--- config.mk ---
export PLATFORM = sky130hd
export DESIGN_NAME = fetch_align_buffer
export DESIGN_NICKNAME = d
export VERILOG_FILES = /design/src/rtl/fetch_align_buffer_pkg.sv /design/src/rtl/fetch_align_buffer_word_fifo.sv /design/src/rtl/fetch_align_buffer.sv
export SDC_FILE = /design/constraint.sdc
export NUM_CORES = 1
export LEC_CHECK = 0
export CAP_MARGIN = 5
export CORE_ASPECT_RATIO = 0.6
export CORE_UTILIZATION = 24
export DETAILED_ROUTE_END_ITERATION = 7
export SETUP_SLACK_MARGIN = 0.4
export SYNTH_ARGS = -nofsm -noshare
export SYNTH_HDL_FRONTEND = slang
export SYNTH_SLANG_ARGS = --single-unit
--- constraint.sdc ---
create_clock -name clk -period 5.08 [get_ports clk]
set_input_delay 0.762 -clock clk [delete_from_list [all_inputs] [get_ports clk]]
set_output_delay 0.762 -clock clk [all_outputs]
set_load 0.05 [all_outputs]
--- src/rtl/fetch_align_buffer_pkg.sv ---
// Shared types and helpers for the fetch alignment buffer.
package fetch_align_buffer_pkg;

    localparam int unsigned FETCH_DEPTH_DEFAULT = 4;

    // One instruction as presented to the fetch stage.
    typedef struct packed {
        logic [31:0] data;
        logic [31:0] pc;
        logic        compressed;
    } fetch_inst_type;

    // Which slice of the queue head (and next word) forms the current instruction.
    typedef enum logic [1:0] {
        SEL_FULL_LO  = 2'd0,
        SEL_COMP_LO  = 2'd1,
        SEL_COMP_HI  = 2'd2,
        SEL_STRADDLE = 2'd3
    } fetch_sel_e;

    // A parcel is compressed unless its two low bits are both set.
    function automatic logic is_compressed(input logic [1:0] lsb);
        return lsb != 2'b11;
    endfunction

endpackage

--- src/rtl/fetch_align_buffer_word_fifo.sv ---
// Circular word queue feeding the alignment logic; exposes the head and the
// word behind it so a straddling instruction can be assembled.
module fetch_word_fifo
    import fetch_align_buffer_pkg::*;
#(
    parameter int unsigned FETCH_DEPTH = FETCH_DEPTH_DEFAULT,
    localparam int unsigned AW = $clog2(FETCH_DEPTH),
    localparam int unsigned CW = AW + 1
) (
    input  logic          clk,
    input  logic          reset,
    input  logic          flush,
    input  logic          push,
    input  logic [31:0]   push_data,
    input  logic          pop,
    output logic [CW-1:0] count,
    output logic [31:0]   head,
    output logic [31:0]   next_word
);

    logic [31:0]   mem [FETCH_DEPTH];
    logic [AW-1:0] wr_ptr;
    logic [AW-1:0] rd_ptr;
    logic [CW-1:0] count_q;

    // Storage write; flushed pushes are discarded.
    always_ff @(posedge clk) begin
        if (push && !flush) begin
            mem[wr_ptr] <= push_data;
        end
    end

    // Pointer and occupancy tracking, flush clears the queue.
    always_ff @(posedge clk or posedge reset) begin
        if (reset) begin
            wr_ptr  <= '0;
            rd_ptr  <= '0;
            count_q <= '0;
        end else if (flush) begin
            wr_ptr  <= '0;
            rd_ptr  <= '0;
            count_q <= '0;
        end else begin
            if (push) begin
                wr_ptr <= wr_ptr + AW'(1);
            end
            if (pop) begin
                rd_ptr <= rd_ptr + AW'(1);
            end
            count_q <= count_q + CW'(push) - CW'(pop);
        end
    end

    assign count     = count_q;
    assign head      = mem[rd_ptr];
    assign next_word = mem[rd_ptr + AW'(1)];

endmodule

--- src/rtl/fetch_align_buffer.sv ---
// Fetch alignment buffer: prefetches aligned words from program memory and
// presents one instruction per cycle with its PC. Redirects flush the queue
// and drop responses that are still in flight.
// Optional macro FETCH_ALIGN_RVC_EN enables 16-bit compressed instructions
// and word-straddling 32-bit instructions; without it every instruction is a
// full aligned word.
module fetch_align_buffer
    import fetch_align_buffer_pkg::*;
#(
    parameter int unsigned FETCH_DEPTH = FETCH_DEPTH_DEFAULT,
    parameter logic [31:0] RESET_PC    = 32'h0000_0000
) (
    input  logic        clk,
    input  logic        reset,
    output logic        mem_req_valid,
    input  logic        mem_req_ready,
    output logic [31:0] mem_req_addr,
    input  logic        mem_resp_valid,
    input  logic [31:0] mem_resp_data,
    output logic        inst_valid,
    input  logic        inst_ready,
    output logic [31:0] inst_data,
    output logic [31:0] inst_pc,
    output logic        inst_compressed,
    input  logic        redirect_valid,
    input  logic [31:0] redirect_pc
);

    localparam int unsigned CW = $clog2(FETCH_DEPTH) + 1;
    localparam logic [CW:0] DEPTH_LIM = (CW + 1)'(FETCH_DEPTH);

`ifdef FETCH_ALIGN_RVC_EN
    localparam logic [31:0] PC_MASK = 32'hFFFF_FFFE;
`else
    localparam logic [31:0] PC_MASK = 32'hFFFF_FFFC;
`endif

    logic [CW-1:0]  q_count;
    logic [31:0]    q_head;
    logic [31:0]    q_next;
    logic           q_push;
    logic           q_pop;

    logic [CW-1:0]  outstanding_q;
    logic [CW-1:0]  outstanding_nxt;
    logic [CW-1:0]  drop_q;
    logic [31:0]    pc_q;
    logic [31:0]    addr_q;

    logic           req_fire;
    logic           fire;
    logic           cur_valid;
    fetch_inst_type cur;

    fetch_word_fifo #(
        .FETCH_DEPTH(FETCH_DEPTH)
    ) u_word_fifo (
        .clk       (clk),
        .reset     (reset),
        .flush     (redirect_valid),
        .push      (q_push),
        .push_data (mem_resp_data),
        .pop       (q_pop),
        .count     (q_count),
        .head      (q_head),
        .next_word (q_next)
    );

    // Request issue: queued words plus in-flight reads never exceed the queue depth.
    assign mem_req_valid = !reset && !redirect_valid &&
                           (({1'b0, q_count} + {1'b0, outstanding_q}) < DEPTH_LIM);
    assign mem_req_addr  = addr_q;
    assign req_fire      = mem_req_valid && mem_req_ready;

    // Responses still owed to a pre-redirect stream are dropped, not queued.
    assign q_push          = mem_resp_valid && (drop_q == '0) && !redirect_valid;
    assign outstanding_nxt = outstanding_q + CW'(req_fire) - CW'(mem_resp_valid);

`ifdef FETCH_ALIGN_RVC_EN
    logic       offset_q;
    fetch_sel_e sel;

    // Classify the current instruction from the halfword offset and its low bits.
    always_comb begin
        if (!offset_q) begin
            sel = is_compressed(q_head[1:0]) ? SEL_COMP_LO : SEL_FULL_LO;
        end else begin
            sel = is_compressed(q_head[17:16]) ? SEL_COMP_HI : SEL_STRADDLE;
        end
    end

    // Assemble the instruction; a straddle needs the following word as well.
    always_comb begin
        cur       = '0;
        cur.pc    = pc_q;
        cur_valid = (q_count != '0);
        unique case (sel)
            SEL_FULL_LO: begin
                cur.data = q_head;
            end
            SEL_COMP_LO: begin
                cur.data       = {16'h0000, q_head[15:0]};
                cur.compressed = 1'b1;
            end
            SEL_COMP_HI: begin
                cur.data       = {16'h0000, q_head[31:16]};
                cur.compressed = 1'b1;
            end
            SEL_STRADDLE: begin
                cur.data  = {q_next[15:0], q_head[31:16]};
                cur_valid = (q_count >= CW'(2));
            end
        endcase
    end

    // Only a compressed instruction in the low half leaves the head word in place.
    assign q_pop = fire && (offset_q || !cur.compressed);

    // Halfword offset within the head word; toggles on every compressed fire.
    always_ff @(posedge clk or posedge reset) begin
        if (reset) begin
            offset_q <= RESET_PC[1];
        end else if (redirect_valid) begin
            offset_q <= redirect_pc[1];
        end else if (fire) begin
            offset_q <= offset_q ^ cur.compressed;
        end
    end
`else
    logic unused_next;

    // Every instruction is the full head word.
    always_comb begin
        cur       = '0;
        cur.pc    = pc_q;
        cur.data  = q_head;
        cur_valid = (q_count != '0);
    end

    assign q_pop       = fire;
    assign unused_next = ^q_next;
`endif

    assign inst_valid      = cur_valid && !redirect_valid;
    assign fire            = inst_valid && inst_ready;
    assign inst_pc         = pc_q;
    assign inst_data       = (q_count != '0) ? cur.data : '0;
    assign inst_compressed = (q_count != '0) ? cur.compressed : 1'b0;

    // Fetch PC: redirect wins, otherwise advance by the size of the taken instruction.
    always_ff @(posedge clk or posedge reset) begin
        if (reset) begin
            pc_q <= RESET_PC & PC_MASK;
        end else if (redirect_valid) begin
            pc_q <= redirect_pc & PC_MASK;
        end else if (fire) begin
            pc_q <= pc_q + (cur.compressed ? 32'd2 : 32'd4);
        end
    end

    // Next word address to request; wraps naturally at 2^32.
    always_ff @(posedge clk or posedge reset) begin
        if (reset) begin
            addr_q <= RESET_PC & 32'hFFFF_FFFC;
        end else if (redirect_valid) begin
            addr_q <= redirect_pc & 32'hFFFF_FFFC;
        end else if (req_fire) begin
            addr_q <= addr_q + 32'd4;
        end
    end

    // In-flight read count and stale-response drop count; a redirect marks
    // everything still outstanding after this cycle as stale.
    always_ff @(posedge clk or posedge reset) begin
        if (reset) begin
            outstanding_q <= '0;
            drop_q        <= '0;
        end else begin
            outstanding_q <= outstanding_nxt;
            if (redirect_valid) begin
                drop_q <= outstanding_nxt;
            end else if (mem_resp_valid && (drop_q != '0)) begin
                drop_q <= drop_q - CW'(1);
            end
        end
    end

endmodule

After elaboration in Yosys (flattened, before gate mapping)
Memories as Yosys holds them, arrays and structs flattened. Cells that the tools add are included.

$lt $le $gt $ge: 1. Reduce and logical (&&, ||, !) cells: 18. Add/sub/neg operators: 10. Muxes and demuxes: 14.

Operators by type and width (count): $mux W32 (5); $add A32 B3 Y32 const B (2); $logic_and A1 B1 Y1 (9); $mux W3 (3); $mux W2 (4); $reduce_bool A2 Y1 (4); $add A3 B1 Y3 (2); $reduce_bool A3 Y1 (2); $sub A3 B1 Y3 (2); $add A2 B1 Y2 const B (2); $add A3 B3 Y4 (1); $lt A4 B3 Y1 const B (1); $logic_not A3 Y1 (1); $sub A3 B1 Y3 const B (1); $logic_not A1 Y1 (2); $mux W1 (2).

Input bits: 70. Output and inout port bits: 99. Memories: 1. Bits in registers: 77. Logic and storage cells: 51. Bits in writable memories: 128.

Memories: u_word_fifo.mem (depth 4, bits a word 32, read ports 1, clocked after memory_dff 0, wr ports 1, line fetch_align_buffer_word_fifo.sv:21) `logic [31:0] mem [FETCH_DEPTH];`.

Depth between registers and ports, before layout
Word-level depth: 7. Gate-level depth with buffers: 12. Gate-level depth less buffers: 12.

Cells and area by module
A second synthesis with hierarchy kept.

Cells, all modules: 688. Area total of the unflattened synthesis: 9920.8 µm².

Modules (own cells, without submodules): fetch_word_fifo (cells an instance 244, area each 5810.6 µm², seq. area each 4018.9 µm², instances 1); fetch_align_buffer (cells an instance 444, area each 4110.2 µm², seq. area each 1651.6 µm², instances 1).

Worst setup path after synthesis
Ideal clock, no wire load.

Kind: input port to output port. Start: input redirect_valid. End: output mem_req_valid. Path buffers: 3. Data required time: 4.318 ns. Data arrival time: 2.495 ns. Slack: 1.823 ns. Cell stages on the path: 4. Path through: clkbuf_1 > clkbuf_1 > buf_1 > nor3_1.

Cells in the longest elaborated chain, start to end: 3.

RTL lines: from (decl) (line fetch_align_buffer.sv:25) `input logic redirect_valid,`; $logic_not A1 Y1 (line fetch_align_buffer.sv:70) `assign mem_req_valid = !reset && !redirect_valid &&`; $logic_and A1 B1 Y1 (2 in a row) (line fetch_align_buffer.sv:70); to (decl) (line fetch_align_buffer.sv:15) `output logic mem_req_valid,`.

Every way passes these cells.

Worst setup path after layout
Start: register u_word_fifo.rd_ptr[0]. End: output inst_data[24].

Cells in the longest elaborated chain, start to end: 2.

RTL lines: from (decl) (line fetch_align_buffer_word_fifo.sv:23) `logic [AW-1:0] rd_ptr;`; from (signal assigned) (line fetch_align_buffer_word_fifo.sv:48) `rd_ptr <= rd_ptr + AW'(1);`; $mem_v2 Z4 W32; $mux W32 (line fetch_align_buffer.sv:147) `assign inst_data = (q_count != '0) ? cur.data : '0;`; to (decl) (line fetch_align_buffer.sv:22) `output logic [31:0] inst_data,`.

Every way passes these cells.

==> flow_summary.ini <==
[routing]
drt-initial-drc-count = 470
ant_nets = 0
drc_errors = 0
first_pass_iters = 5
num_vias = 5942
wire_per_inst_um = 18.54
via_per_inst = 4.444
wirelength_um = 24790

[yosys]
syn_area_um2 = 9072
yosysSeqAreaShare = 0.6250
yosys_warnings = 0
synthMuxAreaShare = 0.1026
synth_compound_area_frac = 0.04620
synth_edf_count = 128
syn_avg_cell_area_um2 = 14.02
yosys.area.top_type = edfxtp_1
ys_ff_latch = 201
syn_inst = 647
synthSimpleGateAreaFrac = 0.1269
synth.distinct_cells = 52
synth.top_cells.by_area = edfxtp_1, dfrtp_1, mux4_2
yosysMostFrequentCell = edfxtp_1
synth_top_area_share = 0.4237
ys_async_sr_fraction = 0.3632
synth-main-ff-cell = edfxtp_1
synth-xor-area-share = 0.04923
synth_common_cells = edfxtp_1, dfrtp_1, nand2_1
synth_top_family_by_area = simple AND/OR/NAND/NOR gates
synthAdderAreaFrac = 0.02372

[clocking]
cts_root_buffer = clkbuf_16
cts-buffers-inserted = 22
cts_tree = done
insertion_delay_ns = 0.51
cts_hold_buf = 0
clkSinkCount = 201
cts_setup_buffers = 0
cts_resized = 0
ctsHtreeMaxLevel = 1
clk_pin_slew_ns = 0.06
clk_path_buf_depth = 3

[critical_path]
cp-start-kind = register
cp-end-kind = primary output
r2r_start = u_word_fifo.count[1]
reg2reg_depth = 12
r2r-end = drop_q[2]
arrival_ns = 2.95
rrSetupSlack_ns = 1.95
crit_fanout = 17
crit_type = reg -> out
required_ns = 4.32

[placement]
port_buffers = 161
gp_congestion = 0.8419
hpwl_um = 17380

[timing]
max_slew_margin = 0.2559
hold_violations = 0
setup_viol = 0
tns_ns = 0
layout_min_cycle_time_ns = 3.709
rsz0062_at_grt = false
finClkSkew_ns = 0.01293
fmax_mhz = 269.6
period_share = 0.7301
worst_pin_slew_ns = 1.102
slew_viol_final = 0

[power_and_ir_drop]
power.density_nw_per_um2 = 455.2
p_leak_nw = 4.056
ir_drop_uv = 194.5

[grt]
grt_start_max_net_pins = 49
grt.total_usage = 0.1279
gr-total-overflow = 0
grt_antenna_before_repair = 3
grt_pass1_wl_um = 37530
grt_pass1_vias = 5949

[floorplan]
die_w_um = 253.0
row_count = 54
die_h_um = 152.6
core_area_um2 = 36760
ios = 169
die_area_um2 = 38610
initial_utilization = 0.2468

[hold_path]
min_path_cells = 2
hold_path_end = mem_req_addr[9]
hp-class = reg -> reg
min-delay-start = mem_req_addr[9]

[cells_and_area]
drive_gt1_frac = 0.1205
nets = 901
syn_to_final_growth_pct = 31.35
fillers = 3678
utilization = 0.3242

[run]
maxCapViolations = 0

[status]
status = complete, no violations
## power breakdown
| part | switching (W) | internal (W) | total (W) |
|---|---|---|---|
| logic | 0.00119 | 0.000730 | 0.00192 |
| registers | 0.000148 | 0.00187 | 0.00202 |
| clock network | 0.000642 | 0.000839 | 0.00148 |
| total | 0.00198 | 0.00344 | 0.00542 |
## how the worst max path moves through the flow
stage / start / endpoint
final: u_word_fifo.rd_ptr[0] / inst_data[24]
after CTS: u_word_fifo.rd_ptr[0] / inst_data[28]
after detailed placement: reset / drop_q[2]
after floorplan: redirect_valid / mem_req_valid
after global placement: reset / mem_req_valid
after global routing: u_word_fifo.rd_ptr[0] / inst_data[24]
## through the flow
stage	worst slack, ns	cell area, um2	std cells	hold slack [ns]	total power (W)
2_1_floorplan	1.823	9087	651	0.4927	0.003335
3_3_place_gp	1.426	11260	1295	0.5402	0.003989
3_5_place_dp	1.415	11260	1295	0.5508	0.004009
4_1_cts	1.271	11910	1334	0.5655	0.005515
5_1_grt	1.205	11910	1336	0.5750	0.005675
6_report	1.371	11920	1337	0.5673	0.005425
## critical path: stages, from the launching register on
cell	delay [ns]
dfrtp_2	0.57
buf_4	0.41
mux4_2	0.55
nor2b_1	0.16
clkdlybuf4s50_1	0.72
## layout by cell type (no fill, tap or decap), types with 14 or more instances in the layout
master | Yosys | layout
ha_1 | 14 | 14
inv_1 | 21 | 20
dfrtp_1 | 73 | 71
mux4_2 | 32 | 32
nand3_1 | 16 | 16
mux2_2 | 16 | 16
nand4_1 | 33 | 33
nor2b_1 | 33 | 33
nand2_1 | 38 | 38
xor2_1 | 24 | 24
edfxtp_1 | 128 | 128
clkbuf_16 | 0 | 23
xnor2_1 | 27 | 27
nor2_1 | 35 | 35
clkdlybuf4s50_1 | 0 | 160
o21ai_0 | 16 | 16
## state kept, by name, indices dropped and copies added, names as in the netlist
signal,flops
drop_q,3
inst_pc,30
u_word_fifo.mem,128
mem_req_addr,30
outstanding_q,3
u_word_fifo.count,3
u_word_fifo.rd_ptr,2
u_word_fifo.wr_ptr,2
## layout make-up
cell class	count	area [um2]	share of cell area
Clock inverter	4	25.02	0.002100
Timing Repair Buffer	171	1682	0.1411
Clock buffer	35	620.6	0.05208
Multi-Input combinational cell	396	3192	0.2679
Antenna cell	3	7.507	0.0006300
Inverter	23	86.33	0.007245
Sequential cell	201	5673	0.4761
Tap cell	504	630.6	0.05292
## per-layer routing
metal / GRT usage / wire, um
met4: 0.03983 / 636
met3: 0.02802 / 1369
met5: 0 / 0
met2: 0.1906 / 10990
met1: 0.1839 / 11800
## logic make-up after synthesis
logic type | count (synthesis)
muxes | 51
xor gates and xnor gates | 51
and+or+nand+nor | 210
other | 1
DFF | 201
adders and majority gates | 16
AOI/OAI and AO/OA | 63
buffers and inverters | 54
No activity file was read; power rests on OpenSTA's default activity.
